`src/rtl/cla_pipe_alu_adder_pkg.sv`:
```
// Shared types and sizing helpers for the pipelined carry-lookahead adder.
// Segment geometry depends on the instance parameters, so it is exposed as functions.
package adder_pkg;

    typedef enum logic [1:0] {
        ADD    = 2'd0,
        SUB    = 2'd1,
        SATADD = 2'd2,
        PADDSB = 2'd3
    } add_op_t;

    localparam int unsigned GROUP_W    = 4;
    localparam int unsigned DEF_WIDTH  = 16;
    localparam int unsigned DEF_STAGES = 2;

    function automatic int unsigned ngroups(input int unsigned width);
        return width / GROUP_W;
    endfunction

    function automatic int unsigned gps(input int unsigned width, input int unsigned stages);
        return ngroups(width) / stages;
    endfunction

endpackage

```
`src/rtl/cla_pipe_alu_adder_cla4_pg.sv`:
```
// 4-bit carry-lookahead slice: local sum plus group propagate/generate.
// kill_i forces the slice carry-in to zero so packed lanes stay independent.
module cla4_pg (
    input  logic [3:0] a_i,
    input  logic [3:0] b_i,
    input  logic       cin_i,
    input  logic       kill_i,
    output logic [3:0] sum_o,
    output logic       p_o,
    output logic       g_o
);

    logic [3:0] p;
    logic [3:0] g;
    logic [3:0] c;

    // P/G depend only on the operands, keeping them off the carry-in path.
    assign p   = a_i ^ b_i;
    assign g   = a_i & b_i;
    assign p_o = &p;
    assign g_o = g[3] | (p[3] & g[2]) | (p[3] & p[2] & g[1]) | (p[3] & p[2] & p[1] & g[0]);

    always_comb begin
        c     = '0;
        c[0]  = cin_i & ~kill_i;
        c[1]  = g[0] | (p[0] & c[0]);
        c[2]  = g[1] | (p[1] & g[0]) | (p[1] & p[0] & c[0]);
        c[3]  = g[2] | (p[2] & g[1]) | (p[2] & p[1] & g[0]) | (p[2] & p[1] & p[0] & c[0]);
        sum_o = p ^ c;
    end

endmodule

```
`src/rtl/cla_pipe_alu_adder.sv`:
```
// Pipelined CLA add/sub datapath with saturation, packed nibble add and N/Z/V/C flags.
// Each stage resolves one segment of groups; the last stage also saturates and flags.
module cla_pipe_alu_adder
    import adder_pkg::*;
#(
    parameter int unsigned WIDTH  = DEF_WIDTH,
    parameter int unsigned STAGES = DEF_STAGES
) (
    input  logic             clk,
    input  logic             rst_n,
    input  logic             flush,
    input  logic             in_valid,
    output logic             in_ready,
    input  add_op_t          op,
    input  logic [WIDTH-1:0] a,
    input  logic [WIDTH-1:0] b,
    input  logic             cin,
    output logic             out_valid,
    input  logic             out_ready,
    output logic [WIDTH-1:0] sum,
    output logic             flag_n,
    output logic             flag_z,
    output logic             flag_v,
    output logic             flag_c
);

    localparam int unsigned NG    = ngroups(WIDTH);
    localparam int unsigned GPS   = gps(WIDTH, STAGES);
    localparam int unsigned SEG_W = GPS * GROUP_W;

    typedef struct packed {
        logic             valid;
        add_op_t          op;
        logic [WIDTH-1:0] a;
        logic [WIDTH-1:0] b;
        logic [WIDTH-1:0] psum;
        logic             carry;
    } stage_t;

    stage_t                in_stage;
    stage_t [STAGES-1:0]   seg_out_w;
    stage_t                fin;
    logic                  advance;

    logic                  out_valid_q;
    logic [WIDTH-1:0]      sum_q, sum_d;
    logic                  n_q, z_q, v_q, c_q;
    logic                  n_d, z_d, v_d, c_d;
    logic                  ovf;

    assign advance  = ~out_valid_q | out_ready;
    assign in_ready = advance;

    // b is stored already inverted for SUB so later stages and flags see the effective operand.
    always_comb begin
        in_stage       = '0;
        in_stage.valid = in_valid;
        in_stage.op    = op;
        in_stage.a     = a;
        in_stage.b     = (op == SUB) ? ~b : b;
        in_stage.carry = (op == ADD) ? cin : (op == SUB);
        in_stage.psum  = '0;
    end

    for (genvar s = 0; s < STAGES; s++) begin : g_seg
        stage_t           seg_in;
        stage_t           seg_out;
        logic [GPS-1:0]   gp;
        logic [GPS-1:0]   gg;
        logic [GPS:0]     gc;
        logic [SEG_W-1:0] gsum;
        logic             kill;

        if (s == 0) begin : g_first
            assign seg_in = in_stage;
        end else begin : g_reg
            stage_t stage_q;
            always_ff @(posedge clk or negedge rst_n) begin
                if (!rst_n) begin
                    stage_q <= '0;
                end else if (flush) begin
                    stage_q.valid <= 1'b0;
                end else if (advance) begin
                    stage_q <= seg_out_w[s-1];
                end
            end
            assign seg_in = stage_q;
        end

        assign kill = (seg_in.op == PADDSB);

        for (genvar j = 0; j < GPS; j++) begin : g_grp
            cla4_pg u_cla4 (
                .a_i    (seg_in.a[s*SEG_W + j*GROUP_W +: GROUP_W]),
                .b_i    (seg_in.b[s*SEG_W + j*GROUP_W +: GROUP_W]),
                .cin_i  (gc[j]),
                .kill_i (kill),
                .sum_o  (gsum[j*GROUP_W +: GROUP_W]),
                .p_o    (gp[j]),
                .g_o    (gg[j])
            );
        end

        // Flattened sum-of-products per group carry: second lookahead level over group P/G.
        always_comb begin
            logic term;
            logic prod;
            term  = 1'b0;
            prod  = 1'b0;
            gc    = '0;
            gc[0] = seg_in.carry;
            for (int unsigned j = 0; j < GPS; j++) begin
                term = gg[j];
                prod = gp[j];
                for (int unsigned k = 1; k <= j; k++) begin
                    term = term | (prod & gg[j-k]);
                    prod = prod & gp[j-k];
                end
                gc[j+1] = term | (prod & seg_in.carry);
            end
        end

        always_comb begin
            seg_out                        = seg_in;
            seg_out.psum[s*SEG_W +: SEG_W] = gsum;
            seg_out.carry                  = gc[GPS];
        end

        assign seg_out_w[s] = seg_out;
    end

    assign fin = seg_out_w[STAGES-1];

    always_comb begin
        sum_d = fin.psum;
        v_d   = 1'b0;
        c_d   = fin.carry;
        ovf   = (fin.a[WIDTH-1] == fin.b[WIDTH-1]) && (fin.psum[WIDTH-1] != fin.a[WIDTH-1]);
        case (fin.op)
            SATADD: begin
                v_d = ovf;
                if (ovf) begin
                    sum_d = fin.a[WIDTH-1] ? {1'b1, {(WIDTH-1){1'b0}}} : {1'b0, {(WIDTH-1){1'b1}}};
                end
            end
            PADDSB: begin
                c_d = 1'b0;
                for (int unsigned l = 0; l < NG; l++) begin
                    if ((fin.a[l*GROUP_W + GROUP_W-1] == fin.b[l*GROUP_W + GROUP_W-1]) &&
                        (fin.psum[l*GROUP_W + GROUP_W-1] != fin.a[l*GROUP_W + GROUP_W-1])) begin
                        sum_d[l*GROUP_W +: GROUP_W] = fin.a[l*GROUP_W + GROUP_W-1] ? 4'h8 : 4'h7;
                        v_d = 1'b1;
                    end
                end
            end
            default: v_d = ovf;
        endcase
        n_d = sum_d[WIDTH-1];
        z_d = (sum_d == '0);
    end

    always_ff @(posedge clk or negedge rst_n) begin
        if (!rst_n) begin
            out_valid_q <= 1'b0;
            sum_q       <= '0;
            n_q         <= 1'b0;
            z_q         <= 1'b0;
            v_q         <= 1'b0;
            c_q         <= 1'b0;
        end else if (flush) begin
            out_valid_q <= 1'b0;
        end else if (advance) begin
            out_valid_q <= fin.valid;
            sum_q       <= sum_d;
            n_q         <= n_d;
            z_q         <= z_d;
            v_q         <= v_d;
            c_q         <= c_d;
        end
    end

    assign out_valid = out_valid_q;
    assign sum       = sum_q;
    assign flag_n    = n_q;
    assign flag_z    = z_q;
    assign flag_v    = v_q;
    assign flag_c    = c_q;

endmodule
```
`config.mk`:
```
export PLATFORM = sky130hd
export DESIGN_NAME = cla_pipe_alu_adder
export DESIGN_NICKNAME = d
export VERILOG_FILES = /design/src/rtl/cla_pipe_alu_adder_pkg.sv /design/src/rtl/cla_pipe_alu_adder_cla4_pg.sv /design/src/rtl/cla_pipe_alu_adder.sv
export SDC_FILE = /design/constraint.sdc
export NUM_CORES = 1
export LEC_CHECK = 0
export CORE_MARGIN = 2
export CORE_UTILIZATION = 55
export DETAILED_ROUTE_END_ITERATION = 7
export PLACE_DENSITY = 0.87
export SYNTH_ARGS = -nofsm -noshare
export SYNTH_HDL_FRONTEND = slang
export SYNTH_SLANG_ARGS = --single-unit
export TNS_END_PERCENT = 50
```
`constraint.sdc`:
```
create_clock -name clk -period 7.35 [get_ports clk]
set_clock_uncertainty 0.15 [all_clocks]
set_input_delay 1.47 -clock clk [delete_from_list [all_inputs] [get_ports clk]]
set_output_delay 1.47 -clock clk [all_outputs]
set_load 0.005 [all_outputs]
```
==> metrics <==
number of port buffers=61; routed length per instance=15.4 µm; Worst Path Arrival=4640 ps; vias after detailed routing=2956; Simple-Gate Fraction of Synth Area=0.213; Worst setup EP type=register; starting density of the core=0.571; Inst Count DP=497; Mapped Nets=440; Inserted Clock Buffers=5; Synth Area in XOR/XNOR=0.0695; outcome=completed; Yosys reg bits=52; Syn Area/Cell=8.97 µm²; number of synthesized flops with an enable pin=0; Final Hold Vio Count=0; Bufs and invs on worst path=1; IO Count=62; first-pass GRT wire length=13.0 mm; CTS hold repair buffers=0; CP Cell Sequence=clkdlybuf4s50_1 -> nor2b_2 -> xor2_1 -> ha_1 -> a21oi_2 -> o21ai_2 -> a21oi_1 -> a21oi_1 -> fa_1 -> xnor2_1 -> o21ai_0; post-CTS sizing=0; Worst slew margin=0.259; Pre-antenna DRT Iters=5; maximum fanout along the worst path=16; Distinct cells, synth=64; initial antenna violation count=0; drt initial violations=232; final cell count without fillers=505; largest net degree at the start of global routing=67; Tmin final=4630 ps; synth warn=0; Largest stage delay, worst path=880 ps; most common cell after layout, fill and taps aside=nand2_1; GPL Wtd Cong=0.959; Post-Syn Instances=379; RSZ-0062 raised after global routing=no; root buf cell=clkbuf_8; GRT Overall Usage=0.249; Fmax achieved=216 MHz; die area=6830 µm²; DPL Wire Length=5.70 mm; Seq/Total Area, Yosys=0.383; DRC viols=0; Slew @ Worst Pin=1110 ps; ant diodes=0; Core Region=5960 µm²; share of cells above drive strength 1=0.0767; WL final=7.76 mm; Synth Area in Adders=0.0942; Worst setup SP type=primary input; most frequent cells in the layout=nand2_1 (82), clkdlybuf4s50_1 (60), dfrtp_1 (52), nor2_1 (30), o21ai_0 (27); proportion of synthesized area in mux cells=0.0125; Max VDD drop=111 µV; chip width=82.6 µm; # rows=28; Setup-failing EPs final=0; Critical Path RT=7350 ps; pre-CTS setup slack=2400 ps; fin crit share=0.630; vias per cell=5.85; GRT overflow=0; total setup buffers inserted after CTS=0; clock sinks=52; Pwr Density=250 nW/µm²; clock latency on the worst-skew pair=310 ps; setup slack, reg-to-reg=3320 ps; Worst-path clk slew=90 ps; vias in the first global route=2882; Synth Area in Compound Gates=0.185; CTS tree=yes; slowest CP cell=nor2b_2; Top delay family on crit path=simple AND/OR/NAND/NOR gates; Static Leakage=1.79 nW; Max clock buf depth=2; Worst Hold Class=reg -> reg; Final ANT Viol Nets=0; Setup TNS Final=0 ps; P&R area growth vs syn=21.0%; largest family of logic cells by synthesized area=simple AND/OR/NAND/NOR gates; Die Height=82.6 µm; nets@finish=490; Slew Limit Fails=0; Async SR Flop Fraction=1.00; htree depth=2; CP Class=in -> reg; crit-path most repeated cell=a21oi_1; Cell Area, Synth=3400 µm²; total of max-cap violations=0; commonest register cell after synthesis=dfrtp_1; placed cell areas=4000 µm²; worst setup margin=2720 ps; Final Cell Area=4120 µm²
-- final cells by class --
type                    count  area [µm²]
clock buffers               5        68.8
clock inverters             3        42.5
fillers                   494        1840
inverters                   8        30.0
multi-input cells         299        1960
flip-flops and latches     52        1300
well taps                  75        93.8
repair buffers             63         621
-- per-layer routing --
| metal | global-route usage | share of wire |
|---|---|---|
| met5 | 0 | 0 |
| met4 | 0.0738 | 0.014 |
| met3 | 0.0391 | 0.053 |
| met2 | 0.455 | 0.52 |
| met1 | 0.302 | 0.42 |
-- worst paths after layout --
check / start / cells past startpoint / to
setup / recovery: op[0] / 11 / fin[6]
hold / removal: fin[42] / 2 / fin[42]
setup reg to reg: fin[27] / 12 / flag_z
hold reg to reg: fin[42] / 2 / fin[42]
max in group asynchronous: rst_n / 2 / sum[1]
min in group asynchronous: rst_n / 2 / fin[47]
-- Yosys cell counts (6+ instances only) --
master | instances | share of area
xnor2_1 | 13 | 0.033
xor2_1 | 14 | 0.036
a31oi_1 | 6 | 0.011
nand2_1 | 82 | 0.091
nor3_1 | 9 | 0.013
a21oi_1 | 14 | 0.021
ha_1 | 16 | 0.059
inv_1 | 8 | 0.0088
clkbuf_1 | 6 | 0.0066
o21ai_0 | 27 | 0.040
nor2_1 | 31 | 0.034
dfrtp_1 | 52 | 0.38
a211oi_1 | 8 | 0.018
buf_2 | 8 | 0.012
-- state kept, by name, summed over array words and instances (netlist names) --
name,count
fin,31
flag_c,1
flag_v,1
flag_z,1
g_seg.g_reg.stage_q,1
out_valid,1
sum,16
-- power breakdown --
group          internal (mW)  leakage (nW)  switching [mW]
combinational          0.219          1.10           0.211
sequential             0.348         0.631          0.0529
clock                  0.101        0.0541          0.0964
total                  0.668          1.79           0.361
-- worst min-delay path, stage by stage, from the launching register on --
cell and delay [ps]:
dfrtp_1 360, nand2_1 50, nand2_1 50
-- kinds of logic after synthesis --
family	after synthesis
xor gates and xnor gates	27
adders and majority gates	23
buffers and inverters	28
AOI/OAI and AO/OA	90
muxes	4
DFF	52
and+or+nand+nor	155
-- metrics by stage --
stage | hold slack, ps | total power, mW | util
after floorplan | 295 | 0.669 | -
after global placement | 315 | 0.810 | 0.672
after detailed placement | 325 | 0.832 | 0.672
after CTS | 347 | 1.03 | 0.691
after global routing | 364 | 1.10 | 0.691
final | 342 | 1.03 | 0.691
(Power assumes the default switching activity.)
